<file path="src/rtl/rejestr_pkg.sv">
// rejestr_pkg: shared types and constants for the rejestr shift register and its
// command sequencer.
//   op_t    - command opcodes (LOAD, SHL, SHR, ROTL)
//   state_t - sequencer FSM states
//   MODE_*  - register mode encodings as seen on {l, r}
package rejestr_pkg;

    typedef enum logic [1:0] {
        OpLoad = 2'b00,
        OpShl  = 2'b01,
        OpShr  = 2'b10,
        OpRotl = 2'b11
    } op_t;

    typedef enum logic [1:0] {
        StIdle  = 2'b00,
        StLoad  = 2'b01,
        StShift = 2'b10,
        StResp  = 2'b11
    } state_t;

    localparam logic [1:0] MODE_HOLD   = 2'b00;
    localparam logic [1:0] MODE_TO_MSB = 2'b01;
    localparam logic [1:0] MODE_TO_LSB = 2'b10;
    localparam logic [1:0] MODE_LOAD   = 2'b11;

    // Register mode that carries out one step of the given opcode.
    function automatic logic [1:0] op_mode(input op_t op);
        logic [1:0] mode;
        mode = MODE_HOLD;
        unique case (op)
            OpLoad:  mode = MODE_LOAD;
            OpShl:   mode = MODE_TO_MSB;
            OpShr:   mode = MODE_TO_LSB;
            OpRotl:  mode = MODE_TO_MSB;
            default: mode = MODE_HOLD;
        endcase
        return mode;
    endfunction

endpackage

</file>
<file path="src/rtl/rejestr_ctrl_if.sv">
// rejestr_ctrl_if: command and result handshakes of the rejestr sequencer.
//   cmd_*  - command channel (valid/ready), opcode, step count - 1, load data, fill bit
//   res_*  - result channel (valid/ready), result data
// Modports: master = command issuer / result consumer, slave = sequencer.
interface rejestr_ctrl_if;
    import rejestr_pkg::*;

    logic       cmd_valid;
    logic       cmd_ready;
    op_t        cmd_op;
    logic [2:0] cmd_amt;
    logic [7:0] cmd_data;
    logic       cmd_fill;
    logic       res_valid;
    logic       res_ready;
    logic [7:0] res_data;

    modport master (
        output cmd_valid, cmd_op, cmd_amt, cmd_data, cmd_fill, res_ready,
        input  cmd_ready, res_valid, res_data
    );

    modport slave (
        input  cmd_valid, cmd_op, cmd_amt, cmd_data, cmd_fill, res_ready,
        output cmd_ready, res_valid, res_data
    );

endinterface

</file>
<file path="src/rtl/rejestr.sv">
// rejestr: 8-bit universal shift register, no reset.
//   c      - clock
//   l, r   - mode: 00 hold, 01 toward MSB, 10 toward LSB, 11 load d
//   i      - serial input bit entering at the vacated end
//   d      - parallel load value
//   q      - register contents
module rejestr
    import rejestr_pkg::*;
(
    input  logic       c,
    input  logic       l,
    input  logic       r,
    input  logic       i,
    input  logic [7:0] d,
    output logic [7:0] q
);

    always_ff @(posedge c) begin
        unique case ({l, r})
            MODE_LOAD:   q <= d;
            MODE_TO_MSB: q <= {q[6:0], i};
            MODE_TO_LSB: q <= {i, q[7:1]};
            default:     q <= q;
        endcase
    end

endmodule

</file>
<file path="src/rtl/rejestr_sys.sv">
// rejestr_sys: sequencer plus shift register with flat handshake ports.
//   c, rst            - clock, synchronous active-high reset
//   cmd_*_i/o         - command channel
//   res_*_i/o         - result channel
module rejestr_sys
    import rejestr_pkg::*;
(
    input  logic       c,
    input  logic       rst,
    input  logic       cmd_valid_i,
    output logic       cmd_ready_o,
    input  logic [1:0] cmd_op_i,
    input  logic [2:0] cmd_amt_i,
    input  logic [7:0] cmd_data_i,
    input  logic       cmd_fill_i,
    output logic       res_valid_o,
    input  logic       res_ready_i,
    output logic [7:0] res_data_o
);

    rejestr_ctrl_if bus ();

    logic [7:0] q;
    logic [7:0] reg_d;
    logic       reg_i;
    logic       reg_l;
    logic       reg_r;

    assign bus.cmd_valid = cmd_valid_i;
    assign bus.cmd_op    = op_t'(cmd_op_i);
    assign bus.cmd_amt   = cmd_amt_i;
    assign bus.cmd_data  = cmd_data_i;
    assign bus.cmd_fill  = cmd_fill_i;
    assign bus.res_ready = res_ready_i;
    assign cmd_ready_o   = bus.cmd_ready;
    assign res_valid_o   = bus.res_valid;
    assign res_data_o    = bus.res_data;

    rejestr_ctrl u_ctrl (
        .c     (c),
        .rst   (rst),
        .bus   (bus),
        .q_in  (q),
        .reg_d (reg_d),
        .reg_i (reg_i),
        .reg_l (reg_l),
        .reg_r (reg_r)
    );

    rejestr u_reg (
        .c (c),
        .l (reg_l),
        .r (reg_r),
        .i (reg_i),
        .d (reg_d),
        .q (q)
    );

endmodule

</file>
<file path="src/rtl/rejestr_ctrl.sv">
// rejestr_ctrl: command sequencer in front of the rejestr shift register.
// Accepts LOAD / SHL / SHR / ROTL commands, drives the register mode lines for the
// required number of cycles and returns the resulting contents.
//   c, rst          - clock, synchronous active-high reset
//   bus (slave)     - command and result handshakes
//   q_in            - register output q
//   reg_d/i/l/r     - register inputs d, i, l, r
module rejestr_ctrl
    import rejestr_pkg::*;
(
    input  logic       c,
    input  logic       rst,
    rejestr_ctrl_if.slave bus,
    input  logic [7:0] q_in,
    output logic [7:0] reg_d,
    output logic       reg_i,
    output logic       reg_l,
    output logic       reg_r
);

    state_t     state_q;
    logic [2:0] cnt_q;
    logic [1:0] mode_q;
    logic [7:0] reg_d_q;
    logic       fill_q;
    logic       rot_q;
    logic       cmd_ready_q;
    logic       res_valid_q;

    always_ff @(posedge c) begin
        if (rst) begin
            state_q     <= StIdle;
            cnt_q       <= 3'd0;
            mode_q      <= MODE_HOLD;
            reg_d_q     <= 8'h00;
            fill_q      <= 1'b0;
            rot_q       <= 1'b0;
            cmd_ready_q <= 1'b1;
            res_valid_q <= 1'b0;
        end else begin
            unique case (state_q)
                StIdle: begin
                    if (bus.cmd_valid) begin
                        cnt_q       <= bus.cmd_amt;
                        mode_q      <= op_mode(bus.cmd_op);
                        cmd_ready_q <= 1'b0;
                        if (bus.cmd_op == OpLoad) begin
                            state_q <= StLoad;
                            reg_d_q <= bus.cmd_data;
                        end else begin
                            state_q <= StShift;
                            // Rotate feeds q[7] back live; the fill bit is only for shifts.
                            rot_q   <= (bus.cmd_op == OpRotl);
                            fill_q  <= (bus.cmd_op == OpRotl) ? 1'b0 : bus.cmd_fill;
                        end
                    end
                end
                StLoad: begin
                    state_q     <= StResp;
                    mode_q      <= MODE_HOLD;
                    reg_d_q     <= 8'h00;
                    res_valid_q <= 1'b1;
                end
                StShift: begin
                    if (cnt_q == 3'd0) begin
                        state_q     <= StResp;
                        mode_q      <= MODE_HOLD;
                        fill_q      <= 1'b0;
                        rot_q       <= 1'b0;
                        res_valid_q <= 1'b1;
                    end else begin
                        cnt_q <= cnt_q - 3'd1;
                    end
                end
                StResp: begin
                    if (bus.res_ready) begin
                        state_q     <= StIdle;
                        res_valid_q <= 1'b0;
                        cmd_ready_q <= 1'b1;
                    end
                end
                default: begin
                    state_q     <= StIdle;
                    mode_q      <= MODE_HOLD;
                    reg_d_q     <= 8'h00;
                    fill_q      <= 1'b0;
                    rot_q       <= 1'b0;
                    cmd_ready_q <= 1'b1;
                    res_valid_q <= 1'b0;
                end
            endcase
        end
    end

    // Rotate must see the bit shifted out on this very step, so it bypasses the register.
    always_comb begin
        reg_i = rot_q ? q_in[7] : fill_q;
    end

    assign reg_l         = mode_q[1];
    assign reg_r         = mode_q[0];
    assign reg_d         = reg_d_q;
    // Held low while reset is asserted, not just from the edge after.
    assign bus.cmd_ready = cmd_ready_q & ~rst;
    assign bus.res_valid = res_valid_q;
    // The register holds in RESP, so the live value is stable for the whole response.
    assign bus.res_data  = q_in;

endmodule
</file>
<file path="config.mk">
export PLATFORM = sky130hd
export DESIGN_NAME = rejestr_sys
export DESIGN_NICKNAME = d
export VERILOG_FILES = /design/src/rtl/rejestr_pkg.sv /design/src/rtl/rejestr_ctrl_if.sv /design/src/rtl/rejestr.sv /design/src/rtl/rejestr_sys.sv /design/src/rtl/rejestr_ctrl.sv
export SDC_FILE = /design/constraint.sdc
export NUM_CORES = 1
export LEC_CHECK = 0
export BUFFER_PORTS_ARGS = -buffer_cell sky130_fd_sc_hd__clkbuf_2
export CORE_ASPECT_RATIO = 2
export CORE_MARGIN = 2
export CORE_UTILIZATION = 54
export DETAILED_ROUTE_END_ITERATION = 12
export GPL_TIMING_DRIVEN = 0
export PLACE_DENSITY = 0.89
export SYNTH_ARGS = -nofsm -noshare
export SYNTH_HDL_FRONTEND = slang
export SYNTH_SLANG_ARGS = --single-unit
</file>
<file path="constraint.sdc">
create_clock -name c -period 2.1 [get_ports c]
set_clock_uncertainty 0.05 [all_clocks]
set_input_delay 0.315 -clock c [delete_from_list [all_inputs] [get_ports c]]
set_output_delay 0.315 -clock c [all_outputs]
set_load 0.1 [all_outputs]
</file>
# Word level (Yosys, flattened, before mapping)
# Cells that the tools add are included.
[classes]
n_addsub = 1
eq_ne = 15
n_mux = 31
n_bitwise = 2
n_reduce_logical = 17
[op_table]
columns = ["op", "n"]
rows = [
  ["8-bit one-hot mux with 3 select lines", 1],
  ["3-bit AND reduction", 6],
  ["8-bit two-way mux", 2],
  ["8-bit one-hot mux with 2 select lines", 1],
  ["2-bit equality test (second input constant)", 6],
  ["2-bit two-way mux", 6],
  ["2-bit one-hot mux with 3 select lines", 2],
  ["1-bit two-way mux", 11],
  ["3-bit nonzero test", 3],
  ["2-bit != test (second input constant)", 4],
  ["2-bit one-hot mux with 4 select lines", 1],
  ["2-bit by 1-bit equality test with 1-bit output (second input constant)", 3],
  ["3-bit two-way mux", 2],
  ["1-bit one-hot mux with 2 select lines", 3],
  ["3-bit one-hot mux with 2 select lines", 1],
  ["2-bit nonzero test", 3],
  ["2-bit logical NOT", 2],
  ["2-bit by 1-bit != test with 1-bit output (second input constant)", 2],
  ["4-bit AND reduction", 1],
  ["3-bit logical NOT", 1],
  ["1-bit one-hot mux with 3 select lines", 1],
  ["3-bit by 1-bit subtractor with 3-bit output (second input constant)", 1],
  ["2-bit OR reduction", 1],
  ["1-bit bitwise AND", 1],
  ["1-bit NOT", 1],
]
[totals]
register_bits = 27
in_bits = 18
elab_cells = 75

# Logic depth before layout (Yosys ltp)
[depth]
depth_word = 5
mapped_depth = 7

# Hierarchy
# A second synthesis with hierarchy kept.
[unflattened]
hier_cells = 154
hier_area_um2 = 1569.0
[by_module_without_submodules]
columns = ["module", "instances", "cells_per_inst", "area_per_inst_um2", "seq_area_each_um2"]
rows = [
  ["rejestr_ctrl", 1, 112, 1077.3, 380.4],
  ["rejestr", 1, 42, 491.7, 240.2],
]

# Worst setup path after synthesis
# Ideal clock, no wire load.
[synth_timing]
kind = "input-to-output"
startpoint = "in rst"
endpoint = "out cmd_ready_o"
arrival_ns = 1.844
t_required_ns = 1.735
slack_ns = -0.109
stages = 2
n_path_buf = 1
cell_sequence = "clkbuf_1 nor2b_1"
[synth_between]
elab_chain_len = 2
[synth_rtl]
columns = ["element", "line", "text"]
rows = [
  ["start, declared", "rejestr_sys.sv:9", "input logic rst,"],
  ["1-bit NOT", "rejestr_ctrl.sv:104", "assign bus.cmd_ready = cmd_ready_q & ~rst;"],
  ["1-bit bitwise AND", "rejestr_ctrl.sv:104", ""],
  ["end, declared", "rejestr_sys.sv:11", "output logic cmd_ready_o,"],
]
# No other way between the ends.

# Worst setup path after layout
[layout_timing]
startpoint = "reg u_ctrl.mode_q[1]"
endpoint = "reg u_reg.q[4], data pin"
[layout_between]
elab_chain_len = 2
word_cells_on_any_way = 4
[layout_rtl]
columns = ["element", "line", "text"]
rows = [
  ["start, declared", "rejestr_ctrl.sv:23", "logic [1:0] mode_q;"],
  ["start signal, assigned", "rejestr_ctrl.sv:45", "mode_q <= op_mode(bus.cmd_op);"],
  ["2-bit equality test or 2-bit by 1-bit equality test with 1-bit output (tied branches)", "rejestr.sv:19", "unique case ({l, r})"],
  ["8-bit one-hot mux with 3 select lines *", "rejestr.sv:19", ""],
  ["end signal, assigned", "rejestr.sv:21", "MODE_TO_MSB: q <= {q[6:0], i};"],
  ["end signal, assigned", "rejestr.sv:22", "MODE_TO_LSB: q <= {i, q[7:1]};"],
  ["end signal, assigned", "rejestr.sv:23", "default: q <= q;"],
  ["end, declared", "rejestr.sv:15", "output logic [7:0] q"],
]
# Every way passes the cells marked *; elsewhere a longest branch is shown, timed or not.
# A chain may end at the register's enable or synchronous reset.

==> flow_summary.yaml <==
status:
  status: "finished clean"
placed_design:
  port_buffers: 27
  gp_congestion: 0.875
  dp_hpwl_mm: 2.69
global_routing:
  busiest_layer: "met2"
  grtUsageMet3_pct: 2.95
  grt_overflow: 0
  grt_pass1_wl_mm: 5.62
  antenna_found_initial: 0
  use_met2_pct: 40.8
  grt_max_degree: 15
  grtUsageTotal_pct: 21.7
  grt_pass1_vias: 1342
  use_met1_pct: 20.7
setup_path:
  crit_top_cell: "clkbuf_1"
  path_max_fanout: 10
  crit_chain: "inv_1 > ha_1 > clkbuf_1 > clkbuf_1 > a21oi_1"
  slowest_delay_ns: 0.39
  critPathRequiredTime_ns: 2.05
  critical-path-top-delay-family: "buffers and inverters"
  cp-end-kind: "register"
  path_class: "reg -> reg"
  startpoint_type: "register"
  arrival_ns: 1.79
  r2r_cells: 5
  cp.depth: 5
  path_buf_inv: 3
  critPathSlowestCell: "clkbuf_1"
sta:
  fmax_ghz: 0.544
  worst_slew_pin_slew_ns: 0.544
  layout_min_cycle_time_ns: 1.84
  tns_ns: 0
  finalCritPeriodShare_pct: 87.5
  max-slew-margin-rel_pct: 63.9
  setup_viol: 0
  rsz0062_at_grt: "false"
  hold_violations: 0
  drv_slew: 0
logic_synthesis:
  synthArstFlopShare_pct: 0
  synth-edff-count: 8
  ys_warn_count: 0
  syn_avg_cell_area_um2: 9.74
  seq_area_frac_synth_pct: 40.6
  netlist_area_um2: 1530
  synth_cells: 157
  synth_top_area_share_pct: 24.9
  synth_cell_type_count: 37
  synth_top_cells_by_area: "dfxtp_1 (25%), edfxtp_1 (16%), ha_1 (9.0%), nor2_1 (7.4%), a22oi_2 (5.7%)"
  ys_ff_latch: 27
  synth_top_area_cell: "dfxtp_1"
  dominantRegCellSynth: "dfxtp_1"
  synth_fp_nets: 186
clocking:
  hold_buffers: 0
  clock_latency_ns: 0.26
  post_cts_buffers: 0
  numCtsBuffers: 3
  clockBufferDepth: 2
  cts_resized: 0
  cts-root-buf: "clkbuf_8"
  cts_tree: "yes"
  cts.htree.levels: 1
  clk_pin_slew_ns: 0.08
  cts.sinks: 27
floorplan:
  rows: 27
  chipWidth_um: 41.6
  ioPinCount: 28
  die_h_um: 79.3
  die-area_um2: 3300
  core_um2: 2740
  start_util_pct: 55.9
detailed_routing:
  vias_per_cell: 5.89
  vias: 1279
  drt_wl_total_mm: 3.27
  drt_first_pass_iters: 4
  drc: 0
  drt_iter0_drc: 46
  ant_nets: 0
  wl_per_cell_um: 15.1
cells_and_area:
  fin_nets: 218
  drive_gt1_share_pct: 26.1
  antennaDiodeCount: 0
  seq_area_um2: 621
  syn_to_final_growth_pct: 14.3
  multiInputGateArea_um2: 840
  nFillCells: 227
run:
  cap_viol_max_count: 0
worst_hold_path:
  hp-class: "in -> reg"
  hold_depth: 3
[final timing paths]
| path | from | endpoint | slack [ns] |
|---|---|---|---|
| worst max-delay path | u_ctrl.mode_q[1] | u_reg.q[4] | 0.26 |
| worst min-delay path | cmd_data_i[5] | u_ctrl.reg_d[5] | 0.24 |
| worst min register to register | u_ctrl.fill_q | u_ctrl.fill_q | 0.43 |
| worst max register to register | u_ctrl.mode_q[1] | u_reg.q[4] | 0.26 |
[cells in the mapped netlist (2+ instances only)]
library cell and n:
nor2_1 30, nand2_1 6, inv_1 10, a32oi_1 2, edfxtp_1 8, a22oi_1 8, a21oi_1 16, clkbuf_1 6
o32ai_1 2, mux2i_1 7, ha_1 11, dfxtp_1 19, nor2b_1 2, a22oi_2 7
[area by class of cell]
type                    count  share of cell area, %
inverters                  11                   2.36
well taps                  29                   2.08
flip-flops and latches     27                   35.5
clock buffers               4                   2.58
repair buffers             27                   7.73
multi-input cells         112                   48.0
plain buffers               7                   1.72
[layout by cell type, fill, tap and decap left out, types with 2 or more instances in the layout]
| master | n |
|---|---|
| a22oi_2 | 7 |
| o32ai_1 | 2 |
| edfxtp_1 | 8 |
| inv_1 | 10 |
| clkbuf_2 | 27 |
| ha_1 | 11 |
| nor2_1 | 30 |
| clkbuf_8 | 3 |
| dfxtp_1 | 19 |
| a21oi_1 | 16 |
| mux2i_1 | 7 |
| clkbuf_1 | 7 |
| a22oi_1 | 8 |
| a32oi_1 | 2 |
| nand2_1 | 6 |
[worst reg2reg max path: cells and delay by family, from the launching register on]
| family | cells | cell delay, ns |
|---|---|---|
| flip-flops | 1 | 0.36 |
| buffers and inverters | 3 | 0.76 |
| adder cells (fa/ha/maj) | 1 | 0.27 |
| AO/OA/AOI/OAI | 1 | 0.14 |
[routing by layer]
| metal | wire [um] | up-vias | share of wire (%) |
|---|---|---|---|
| met5 | 0 | - | 0 |
| met1 | 1120 | 600 | 34 |
| met3 | 128 | 13 | 3.9 |
| met2 | 1910 | 41 | 58 |
| li1 | - | 625 | - |
| met4 | 119 | 0 | 3.6 |
[cell families (layout without fill, tap and decap cells)]
family                     after synthesis  after routing  synth area share, %
xor gates and xnor gates                 1              1                0.573
muxes                                    8              8                 5.32
adders and majority gates               11             11                 9.00
buffers and inverters                   18             49                 4.66
DFF                                     27             27                 40.6
and+or+nand+nor                         47             47                 16.0
AOI/OAI and AO/OA                       45             45                 23.9
[sequential cells by signal, indices dropped and copies added (netlist names)]
| signal | count |
|---|---|
| u_ctrl.bus.res_valid | 1 |
| u_ctrl.cmd_ready_q | 1 |
| u_ctrl.cnt_q | 3 |
| u_ctrl.fill_q | 1 |
| u_ctrl.mode_q | 2 |
| u_ctrl.reg_d | 8 |
| u_ctrl.rot_q | 1 |
| u_ctrl.state_q | 2 |
| u_reg.q | 8 |
[metrics by stage]
step,hold WS (ns),setup WS [ns],instances,util [%],instance area (um^2)
final,0.236,0.263,217,63.9,1750
after global routing,0.241,0.149,217,63.9,1750
after CTS,0.240,0.306,217,63.9,1750
after detailed placement,0.410,0.318,213,62.2,1700
after global placement,0.409,0.394,213,62.2,1700
after floorplan,0.391,0.322,157,-,1530
Power is not shown: default switching activity piles up to over one toggle a cycle in this logic, so the estimate is an artifact.
